<file path="src/rtl/rsa_modexp_seq.sv">
// Sequential modular exponentiation: result = base^exp mod n, right-to-left binary method
// built on two shift-add modular multipliers that run side by side, one bit per cycle.
module rsa_modexp_seq #(
  parameter int WIDTH = 8
) (
  input  logic             clk,
  input  logic             rst_n,
  input  logic             start,
  input  logic [WIDTH-1:0] base,
  input  logic [WIDTH-1:0] exp,
  input  logic [WIDTH-1:0] n,
  output logic             busy,
  output logic             done,
  output logic [WIDTH-1:0] result,
  output logic             err
);

  localparam int CW = (WIDTH > 1) ? $clog2(WIDTH) : 1;

  typedef enum logic [1:0] {IDLE, REDUCE, STEP, DONE} state_t;

  // One interleaved iteration: acc = 2*acc mod m, then (+a) mod m. acc,a < m keeps
  // every intermediate below 2m, so WIDTH+1 bits never overflow.
  function automatic logic [WIDTH-1:0] mm_step(input logic [WIDTH-1:0] acc,
                                               input logic [WIDTH-1:0] a,
                                               input logic [WIDTH-1:0] m,
                                               input logic             bit_i);
    logic [WIDTH:0] t;
    t = {acc, 1'b0};
    if (t >= {1'b0, m}) t = t - {1'b0, m};
    if (bit_i) begin
      t = t + {1'b0, a};
      if (t >= {1'b0, m}) t = t - {1'b0, m};
    end
    return t[WIDTH-1:0];
  endfunction

  state_t           state_q, state_d;
  logic [CW-1:0]    bit_q, bit_d;
  logic [CW-1:0]    rnd_q, rnd_d;
  logic [WIDTH-1:0] base_q, base_d;
  logic [WIDTH-1:0] exp_q, exp_d;
  logic [WIDTH-1:0] n_q, n_d;
  logic [WIDTH-1:0] b_q, b_d;
  logic [WIDTH-1:0] r_q, r_d;
  logic [WIDTH-1:0] acc_r_q, acc_r_d;
  logic [WIDTH-1:0] acc_b_q, acc_b_d;
  logic [WIDTH-1:0] result_q, result_d;
  logic             err_q, err_d;

  logic [WIDTH-1:0] acc_r_nxt, acc_b_nxt, mb_a, r_new;
  logic             mb_bit;

  // Multiplier B doubles as the base reducer (a=1, b=base) during REDUCE.
  always_comb begin
    mb_a      = (state_q == REDUCE) ? WIDTH'(1) : b_q;
    mb_bit    = (state_q == REDUCE) ? base_q[bit_q] : b_q[bit_q];
    acc_r_nxt = mm_step(acc_r_q, r_q, n_q, b_q[bit_q]);
    acc_b_nxt = mm_step(acc_b_q, mb_a, n_q, mb_bit);
  end

  always_comb begin
    state_d  = state_q;
    bit_d    = bit_q;
    rnd_d    = rnd_q;
    base_d   = base_q;
    exp_d    = exp_q;
    n_d      = n_q;
    b_d      = b_q;
    r_d      = r_q;
    acc_r_d  = acc_r_q;
    acc_b_d  = acc_b_q;
    result_d = result_q;
    err_d    = err_q;
    r_new    = exp_q[rnd_q] ? acc_r_nxt : r_q;
    case (state_q)
      IDLE: begin
        if (start) begin
          base_d  = base;
          exp_d   = exp;
          n_d     = n;
          acc_r_d = '0;
          acc_b_d = '0;
          bit_d   = CW'(WIDTH - 1);
          rnd_d   = '0;
          if (n < WIDTH'(2)) begin
            state_d  = DONE;
            result_d = '0;
            err_d    = 1'b1;
          end else begin
            state_d = REDUCE;
            err_d   = 1'b0;
          end
        end
      end
      REDUCE: begin
        acc_b_d = acc_b_nxt;
        bit_d   = bit_q - 1'b1;
        if (bit_q == '0) begin
          b_d     = acc_b_nxt;
          r_d     = WIDTH'(1);
          acc_b_d = '0;
          bit_d   = CW'(WIDTH - 1);
          state_d = STEP;
        end
      end
      STEP: begin
        acc_r_d = acc_r_nxt;
        acc_b_d = acc_b_nxt;
        bit_d   = bit_q - 1'b1;
        if (bit_q == '0) begin
          r_d     = r_new;
          b_d     = acc_b_nxt;
          acc_r_d = '0;
          acc_b_d = '0;
          bit_d   = CW'(WIDTH - 1);
          rnd_d   = rnd_q + 1'b1;
          // Last round: publish the fresh product so result is valid with done.
          if (rnd_q == CW'(WIDTH - 1)) begin
            state_d  = DONE;
            result_d = r_new;
          end
        end
      end
      DONE:    state_d = IDLE;
      default: state_d = IDLE;
    endcase
  end

  always_ff @(posedge clk or negedge rst_n) begin
    if (!rst_n) begin
      state_q  <= IDLE;
      bit_q    <= '0;
      rnd_q    <= '0;
      base_q   <= '0;
      exp_q    <= '0;
      n_q      <= '0;
      b_q      <= '0;
      r_q      <= '0;
      acc_r_q  <= '0;
      acc_b_q  <= '0;
      result_q <= '0;
      err_q    <= 1'b0;
    end else begin
      state_q  <= state_d;
      bit_q    <= bit_d;
      rnd_q    <= rnd_d;
      base_q   <= base_d;
      exp_q    <= exp_d;
      n_q      <= n_d;
      b_q      <= b_d;
      r_q      <= r_d;
      acc_r_q  <= acc_r_d;
      acc_b_q  <= acc_b_d;
      result_q <= result_d;
      err_q    <= err_d;
    end
  end

  assign busy   = (state_q == REDUCE) || (state_q == STEP);
  assign done   = (state_q == DONE);
  assign result = result_q;
  assign err    = err_q;

endmodule

</file>
<file path="config.mk">
export PLATFORM = sky130hd
export DESIGN_NAME = rsa_modexp_seq
export DESIGN_NICKNAME = d
export VERILOG_FILES = /design/src/rtl/rsa_modexp_seq.sv
export SDC_FILE = /design/constraint.sdc
export NUM_CORES = 1
export LEC_CHECK = 0
export BUFFER_PORTS_ARGS = -buffer_cell sky130_fd_sc_hd__buf_2
export CAP_MARGIN = 20
export CORE_ASPECT_RATIO = 1.4
export CORE_MARGIN = 2
export CORE_UTILIZATION = 58
export CTS_BUF_LIST = sky130_fd_sc_hd__clkbuf_2
export DETAILED_ROUTE_END_ITERATION = 8
export PLACE_DENSITY = 0.77
export RECOVER_POWER = 50
export SLEW_MARGIN = 30
export SYNTH_ARGS = -nofsm -noshare
export SYNTH_HDL_FRONTEND = slang
export SYNTH_SLANG_ARGS = --single-unit
</file>
<file path="constraint.sdc">
create_clock -name clk -period 5.6 [get_ports clk]
set_clock_uncertainty 0.2 [all_clocks]
set_input_delay 0.28 -clock clk [delete_from_list [all_inputs] [get_ports clk]]
set_output_delay 0.28 -clock clk [all_outputs]
set_load 0.02 [all_outputs]
</file>
Word-level counts from Yosys, hierarchy flattened --
Index checks and enable logic that the tools add are counted.
Storage, ports and cells: flip-flop bits (word level) 73, bits in latches 0, bits in writable memories 0, bits in read-only memories 0, bits of input ports 27, output and inout bits 11, logic and storage cells 92, memories 0
Cells by class: add/subtract/negate cells 8, multipliers 0, div/mod/pow operators 0, magnitude comparators 7, equal/unequal tests 9, shift-type cells 0, mux-type cells 41, bitwise operators 0, reductions and logical operators 15
Operator list (count):
- 8-bit two-way mux | 15
- 8-bit one-hot mux with 2 select lines | 4
- 9-bit by 8-bit >= comparator with 1-bit output | 4
- 9-bit by 8-bit adder with 9-bit output | 2
- 9-bit two-way mux | 2
- 9-bit by 8-bit subtractor with 9-bit output | 2
- 8-bit subtractor | 2
- 3-bit two-way mux | 4
- 3-bit one-hot mux with 2 select lines | 2
- 2-bit two-way mux | 5
- 1-bit binary-select mux with 3-bit select | 3
- 3-bit by 4-bit < comparator with 1-bit output, second input constant | 2
- 8-bit by 2-bit < comparator with 1-bit output, second input constant | 1
- 2-bit != test, second input constant | 4
- 2-bit one-hot mux with 4 select lines | 1
- 2-bit AND reduction | 4
- 3-bit AND reduction | 2
- 2-bit nonzero test | 3
- 1-bit two-way mux | 5
- 5-bit AND reduction | 1
- 2-bit == test, second input constant | 2
- 4-bit AND reduction | 1
- 3-bit by 1-bit adder with 3-bit output, second input constant | 1
- 3-bit == test, second input constant | 1
- 7 further kinds | 7

Longest topological paths before layout --
Gate-level depths: netlist (run 1).
depth after elaboration 10, depth in mapped cells 27, mapped depth without buffers 25

Least setup slack after synthesis (run 1) --
OpenSTA, ideal clock, no wires.
path kind reg-to-reg, start register n_q[1], end register acc_b_q[1], setup time 0.076 ns, arrival time 5.221 ns, slack 0.102 ns, stages on the path, launching flop included 28, clock period less this slack 5.498 ns, cell sequence dfrtp_1 > inv_1 > ha_1 > ha_1 > o31ai_1 > a21oi_1 > nor2_1 > clkbuf_1 > nor2_1 > a21oi_1 > inv_1 > ha_1 > a21oi_1 > nor2b_1 > o21a_1 > o41ai_1 > xnor2_1 > ha_1 > nand4_1 > o21bai_1 > or2_2 > a21oi_1 > mux2_2 > nor2_1 > or2_1 > buf_2 > mux2_2 > o21ai_1
On the way: word-level cells in the longest chain between the ends 8
Ends and longest elaborated chain:
- start, declared | line 43 | logic [WIDTH-1:0] n_q, n_d;
- start signal, assigned | line 150 | n_q <= n_d;
- 9-bit by 8-bit subtractor with 9-bit output or 9-bit by 8-bit >= comparator with 1-bit output (tied branches) | line 30 | if (t >= {1'b0, m}) t = t - {1'b0, m};
- 9-bit two-way mux | line 30
- 9-bit by 8-bit adder with 9-bit output | line 32 | t = t + {1'b0, a};
- 8-bit subtractor or 9-bit by 8-bit >= comparator with 1-bit output (tied branches) | line 33 | if (t >= {1'b0, m}) t = t - {1'b0, m};
- 8-bit two-way mux | line 33
- 8-bit two-way mux * | line 31 | if (bit_i) begin
- 8-bit two-way mux * | line 99, 111
- 8-bit one-hot mux with 2 select lines * | line 76 | case (state_q)
- end signal, assigned | line 141 | acc_b_q <= '0;
- end signal, assigned | line 154 | acc_b_q <= acc_b_d;
- end, declared | line 47 | logic [WIDTH-1:0] acc_b_q, acc_b_d;
Mark *: on every way between the ends. The rest lies on a longest branch, timed or not. A chain may end at the register's enable or synchronous reset.

Worst setup path in the final report (run 1) --
start register n_q[1], end register acc_r_q[2]
On the way: word-level cells in the longest chain between the ends 8
Ends and longest elaborated chain:
- 9-bit by 8-bit subtractor with 9-bit output or 9-bit by 8-bit >= comparator with 1-bit output (tied branches) | line 30
- 9-bit two-way mux | line 30
- 9-bit by 8-bit adder with 9-bit output | line 32
- 8-bit subtractor or 9-bit by 8-bit >= comparator with 1-bit output (tied branches) | line 33
- 8-bit two-way mux | line 33
- 8-bit two-way mux * | line 31
- 8-bit two-way mux * | line 111 | if (bit_q == '0) begin
- 8-bit one-hot mux with 2 select lines * | line 76
- end signal, assigned | line 153 | acc_r_q <= acc_r_d;
- end, declared | line 46 | logic [WIDTH-1:0] acc_r_q, acc_r_d;
Marks and branches as above.

==> results of run 1 <==
## Yosys cell counts (all sizes together), types with 4 or more instances
cell type  count  area, um2
dfrtp         73       1830
nand4          4       25.0
and2           4       25.0
xor2           8       77.6
xnor2         22        193
a211oi         6       50.1
a31oi          8       50.1
o221ai         4       35.0
mux2          31        349
nor2          51        199
a22oi         11       82.6
nand2b        10       62.6
nor3          13       65.1
nand2         52        195
or2            8       50.1
or3            4       25.0
ha            58        726
nand3         12       60.1
and3           7       43.8
mux4           6        135
a21oi         42        210
fa             6        120
o21a          12       90.1
o41ai          4       42.6
o21ai         60        304
inv           36        135
clkbuf        19       71.3
mux2i         11        110
a21o          15        113
nor2b         19        119
o31ai          7       57.6
## metal layers
layer,share of wire (%),routed length [um],track usage (%)
met1,37,6630,34.3
met3,3.6,654,5.38
met5,0,0,0
met4,7.2,1300,22.1
met2,53,9550,56.8
## registers in the layout, indices dropped and copies added (netlist names), 2 cells and up
name     flops
acc_b_q      8
acc_r_q      8
b_q          8
base_q       8
exp_q        8
n_q          8
r_q          8
result       8
bit_q        3
rnd_q        3
state_q      2
## kinds of logic after synthesis
family	synth area share [%]
buffers and inverters	3.72
adder cells (fa/ha/maj)	14.0
AO/OA/AOI/OAI	21.9
XOR/XNOR	4.49
flip-flops	30.3
multiplexers	9.87
AND/OR/NAND/NOR	15.6
## metrics by stage
step	setup TNS, ns	hold WS (ns)	instance area, um2
3_5_place_dp	-0.283	0.266	6510
2_1_floorplan	0	-0.216	6020
5_1_grt	-1.94	0.206	7200
3_3_place_gp	0	0.257	6510
6_report	0	0.260	7200
4_1_cts	0	0.211	6900
## layout make-up
class,instances,area [um2],share of cell area (%)
multi-input cells,535,4210,58.4
flip-flops and latches,73,1830,25.4
repair buffers,101,732,10.2
well taps,138,173,2.40
inverters,36,135,1.88
clock inverters,7,78.8,1.10
clock buffers,9,45.0,0.626
## worst min-delay path, cell delays in order
cell           delay, ns
dlygate4sd3_1       0.52
buf_2               0.09
mux2_2              0.13
## how the worst max path moves through the flow
stage	from	to	slack, ns
after floorplan	n_q[1]	acc_b_q[1]	0.10
after global placement	acc_b_q[0]	acc_b_q[2]	0.12
after detailed placement	acc_b_q[0]	b_q[2]	-0.12
after CTS	acc_b_q[0]	acc_b_q[1]	0.03
after global routing	n_q[1]	acc_r_q[2]	-0.13
final	n_q[1]	acc_r_q[2]	0.16
## what timing repair did
item,4_1_cts,5_1_grt
resized for setup,2,52
pin swaps,0,16
cloned,0,1
setup buffers,0,9
hold buffers,26,0
endpoints found under the hold margin,100,0
setup endpoints to repair,12,40
==> metrics, run 1 <==
Worst path most repeated cell ha_1; # port buffers 37; Max-cap violations 1; diodes inserted 0; critical path, cell by cell inv_1 -> buf_4 -> ha_1 -> nor2b_2 -> o31ai_2 -> a31oi_1 -> nor2_1 -> mux2_2 -> ha_1 -> a21o_1 -> a21oi_2 -> xnor2_1 -> ha_1 -> o21a_1 -> o31a_1 -> o21a_1 -> o21ai_2 -> a21oi_2 -> a2111oi_4 -> buf_4 -> a21oi_1 -> o31ai_2 -> o21ai_0; Post-synth EDFFs 0; Die ar. 11200 um2; CP Depth 23; GR Util All Layers 32.0%; DRC 0; Max Fanout on Critical Path 6; final hold viol count 0; worst slew pin tran 4.07 ns; Clock Tree Root clkbuf_2; placer congestion estimate 0.928; dpl hpwl 13000 um; Main synth FF type dfrtp_1; worst path required time between 5 and 6 ns; detailed-router iteration count before antenna repair 5; highest-count cells in the layout ignoring fill and taps dfrtp_1, ha_1, nand2_1; syn_nets 757; crit start category register; Tmin final 5.44 ns; area grow syn2layout 19.5%; TritonCTS Buffers 9; R2R Setup Slk 0.16 ns; CTS tree done; nets ~850; starting density of the core 58.8%; Largest delay share family, worst path compound AO/OA/AOI/OAI gates; worst path bufs/invs 3; status complete, but fails checks; initial DRC count 252; Crit-path slowest cell dfrtp_1; Seq cells post-synth 73; synthesized area about 6000 um2; post-place setup slack -0.118 ns; proportion of layout cells with a drive suffix above 1 between 20% and 30%; FP Rows 44; total length of routed wires 18100 um; clk slew on worst S/H paths 0.24 ns; Hold Path Class input pin to register; Die Wd 90.1 um; setup slack after layout 0.157 ns; vias in the first global route 5665; worst skew pair latency between 0.5 and 0.6 ns; hold path depth 3; unrepaired setup endpoints after global routing yes; Setup-failing EPs final 0; critical path data arrival time 5.70 ns; count of cell types in the netlist 67; first-pass GRT wire length 28300 um; DR vias/cell ~6.2; top-level port count 38; Max Slew Vio Count 74; commonest non-fill, non-tap cell in the layout dfrtp_1; Synthesis Warnings 0; Worst path max stage delay 0.40 ns; H-tree depth 3; fin crit share 97.2%; Finished Layout Cells 899; worst r2r src n_q[1]; worst reg2reg endpoint acc_r_q[2]; vias post-DR 5593; FFs w/ async S/R, synth between 90% and 100%; CP Capture Type register; Post-Syn Area per Cell between 9 and 10 um2; Final ANT Viol Nets 0; sequential area share after synthesis 30.3%; Core Util, Final between 70% and 80%; antenna violations before repair 0; failing checks capacitance limit, slew limit; largest net degree at the start of global routing 74; max_slew headroom -171%; critical path class register to register; fmax 184 MHz; clk sinks 73; number of placed cells counting well taps 847; hold wc startpoint exp[4]; synthesized instance count 666; clk buf depth 2; Hold Crit Endpoint exp_q[4]; worst reg2reg path depth 23; grt total ovfl 0; filler cell count 813; WL per Instance approximately 20 um; core area 10200 um2; Die Height 125 um
Power of run 1 is left out: the tool's default activity adds up to more than one toggle a clock period on the data nets, which glitch-free logic cannot reach.
==> run 2: changes to the inputs <==
--- a/config.mk
+++ b/config.mk
@@ -5,8 +5,9 @@
 export SDC_FILE = /design/constraint.sdc
 export NUM_CORES = 1
 export LEC_CHECK = 0
+export ABC_AREA = 1
 export BUFFER_PORTS_ARGS = -buffer_cell sky130_fd_sc_hd__buf_2
-export CAP_MARGIN = 20
+export CAP_MARGIN = 10
 export CORE_ASPECT_RATIO = 1.4
 export CORE_MARGIN = 2
 export CORE_UTILIZATION = 58
@@ -18,3 +19,4 @@
 export SYNTH_ARGS = -nofsm -noshare
 export SYNTH_HDL_FRONTEND = slang
 export SYNTH_SLANG_ARGS = --single-unit
+export TNS_END_PERCENT = 50
==> run 2 against run 1 <==
  * Synthesized cell count rose by 32%
  * Global-route usage decreased by 1.4 points
  * Largest cell class unchanged
  * Setup slack better by 0.23 ns
  * The flow still finishes with violations (capacitance limit, slew limit)
  * Count of clock-buffer cells in the layout is the same
  * Via count increased by 5.9%
  * First-iteration DRC count up 17%
==> metrics, run 2 <==
count of cell types in the netlist 45 (was 67); Main synth FF type dfrtp_1 (unchanged); DR vias/cell 5.43 (was 6.22); top-level port count 38 (unchanged); Max Slew Vio Count 74 (unchanged); Final ANT Viol Nets 0 (unchanged); GR Util All Layers 30.6% (was 32.0%); clk sinks 73 (unchanged); hold wc startpoint start (was exp[4]); failing checks capacitance limit, slew limit (unchanged); hold path depth 5 (was 3); proportion of layout cells with a drive suffix above 1 9.03% (was 23.9%); Setup-failing EPs final 0 (unchanged); fmax 192 MHz (was 184 MHz); unrepaired setup endpoints after global routing no (was yes); Crit-path slowest cell fa_1 (was dfrtp_1); Worst path max stage delay 0.41 ns (was 0.40 ns); area grow syn2layout 11.5% (was 19.5%); clk slew on worst S/H paths 0.24 ns (about the same); vias in the first global route 5807 (was 5665); FP Rows 44 (unchanged); Yosys top cell by area dfrtp_1 (unchanged); critical path class register to register (unchanged); most frequent cells after synthesis nand2_1, inv_1, nand3_1 (was dfrtp_1, ha_1, o21ai_0); syn_nets 969 (was 757); detailed-router iteration count before antenna repair 7 (was 5); worst reg2reg endpoint acc_b_q[6] (was acc_r_q[2]); Seq cells post-synth 73 (unchanged); # port buffers 37 (unchanged); commonest non-fill, non-tap cell in the layout nand2_1 (was dfrtp_1); setup TNS 0 ns (unchanged); worst slew pin tran 3.93 ns (was 4.07 ns); status complete, but fails checks (unchanged); Die Height 126 um (was 125 um); CTS tree done (unchanged); synthesized area 6150 um2 (was 6020 um2); H-tree depth 3 (unchanged); top cell type's share of synthesized area 29.7% (was 30.3%); DRC 0 (unchanged); worst path required time 5.91 ns (was 5.86 ns); Die Wd 91.0 um (was 90.1 um); Max-cap violations 1 (unchanged); Die ar. 11500 um2 (was 11200 um2); worst reg2reg path depth 29 (was 23); crit start category register (unchanged); largest net degree at the start of global routing 74 (unchanged); Post-synth EDFFs 0 (unchanged); total length of routed wires 17100 um (was 18100 um); highest-count cells in the layout ignoring fill and taps nand2_1, inv_1, nand3_1 (was dfrtp_1, ha_1, nand2_1); critical path data arrival time 5.52 ns (was 5.70 ns); Hold Crit Endpoint state_q[1] (was exp_q[4]); core area 10300 um2 (was 10200 um2); Worst path most repeated cell nand2_1 (was ha_1); Synthesis Warnings 0 (unchanged); FFs w/ async S/R, synth 100% (unchanged); Max Fanout on Critical Path 11 (was 6); filler cell count 984 (was 813); clk buf depth 2 (unchanged); Area contributors post-synth dfrtp_1, nand2_1, ha_1 (was dfrtp_1, ha_1, mux2_2); diodes inserted 0 (unchanged); crit path from n_q[4] (was n_q[1]); antenna violations before repair 0 (unchanged); R2R Setup Slk 0.39 ns (was 0.16 ns); Finished Layout Cells 1090 (was 899); CP Capture Type register (unchanged); dpl hpwl 13200 um (was 13000 um); worst skew pair latency 0.57 ns (was 0.56 ns); fin crit share 93.1% (was 97.2%); placer congestion estimate 1.06 (was 0.928); Tmin final 5.21 ns (was 5.44 ns); sequential area share after synthesis 29.7% (was 30.3%); starting density of the core 59.4% (was 58.8%); grt total ovfl 0 (unchanged); count leader, synth nand2_1 (was dfrtp_1); initial DRC count 295 (was 252); vias post-DR 5924 (was 5593); worst r2r src n_q[4] (was n_q[1]); final hold viol count 0 (unchanged); TritonCTS Buffers 9 (unchanged); first-pass GRT wire length 28000 um (was 28300 um); synthesized instance count 878 (was 666); nets 1038 (was 847); number of setup buffers added after CTS 0 (unchanged); Hold Path Class input pin to register (unchanged); WL per Instance 15.7 um (was 20.2 um); Post-Syn Area per Cell 7.01 um2 (was 9.05 um2); max_slew headroom -162% (was -171%); Clock Tree Root clkbuf_2 (unchanged); number of placed cells counting well taps 1047 (was 847)
[run 2: cell types whose count changed in the layout (fill, tap and decap cells not counted), moves of 11 or more]
cell and delta:
inv_1 +75, nor2b_1 -17, o21a_1 -12, a21o_1 -12, nand3_1 +71, nand2_1 +237
nand4_1 +11, mux2_2 -29, buf_4 -30, xor2_1 +11, nor2_1 -11
[run 2: worst max path at each step]
stage | end | slack (ns) | cells past startpoint
4_1_cts | r_q[0] | 0.21 | 30
6_report | acc_b_q[6] | 0.39 | 29
2_1_floorplan | b_q[7] | 0.89 | 27
3_5_place_dp | r_q[0] | 0.24 | 30
3_3_place_gp | r_q[0] | 0.30 | 30
5_1_grt | acc_b_q[0] | 0.02 | 30
[run 2: what timing repair did]
action                     4_1_cts  5_1_grt
gates resized for setup          0        7
setup endpoints to repair        0       40
hold buffers                    25        0
hold endpoints to repair        98        0
[run 2: logic make-up (layout without fill, tap and decap cells)]
family | count (synthesis) | in the layout | share of synthesized area, %
compound gates | 124 | 125 | 11.3
xor+xnor | 36 | 36 | 5.13
fa+ha+maj | 64 | 64 | 13.8
buf+inv | 133 | 205 | 8.62
flops | 73 | 73 | 29.7
simple gates | 448 | 449 | 31.5
[run 2: final cells by class]
class | instances | area [um2] | share of cell area [%]
well taps | 138 | 173 | 2.52
clock buffers | 9 | 45.0 | 0.657
inverters | 121 | 459 | 6.69
multi-input cells | 674 | 3820 | 55.8
clock inverters | 7 | 57.6 | 0.839
flip-flops and latches | 73 | 1830 | 26.6
repair buffers | 68 | 473 | 6.89
[run 2: routing by layer]
| metal | part of all wire, % | global-route usage [%] | vias to the layer above | wire [um] |
|---|---|---|---|---|
| met5 | 0 | 0 | - | 0 |
| met4 | 6.4 | 18.4 | 0 | 1100 |
| met3 | 4.2 | 4.37 | 62 | 712 |
| met2 | 50 | 53.5 | 170 | 8490 |
| met1 | 40 | 35.4 | 2699 | 6800 |
| li1 | - | - | 2993 | - |
[run 2: through the flow]
stage	hold WS (ns)	utilization (%)	setup slack (ns)	area, um2
3_3_place_gp	0.259	62.7	0.300	6480
6_report	0.136	66.3	0.388	6860
3_5_place_dp	0.260	62.7	0.239	6480
4_1_cts	0.100	66.1	0.210	6840
5_1_grt	0.152	66.3	0.0224	6860
2_1_floorplan	-0.216	-	0.888	6150
[run 2: worst max-delay path: cells and delay by family, from the launching register on]
| family | cells | cell delay, ns |
|---|---|---|
| adder cells (fa/ha/maj) | 4 | 1.37 |
| flip-flops | 1 | 0.38 |
| AND/OR/NAND/NOR | 14 | 1.63 |
| XOR/XNOR | 1 | 0.21 |
| AO/OA/AOI/OAI | 5 | 0.88 |
| buffers and inverters | 5 | 0.48 |
Power of run 2 is left out for the same reason.
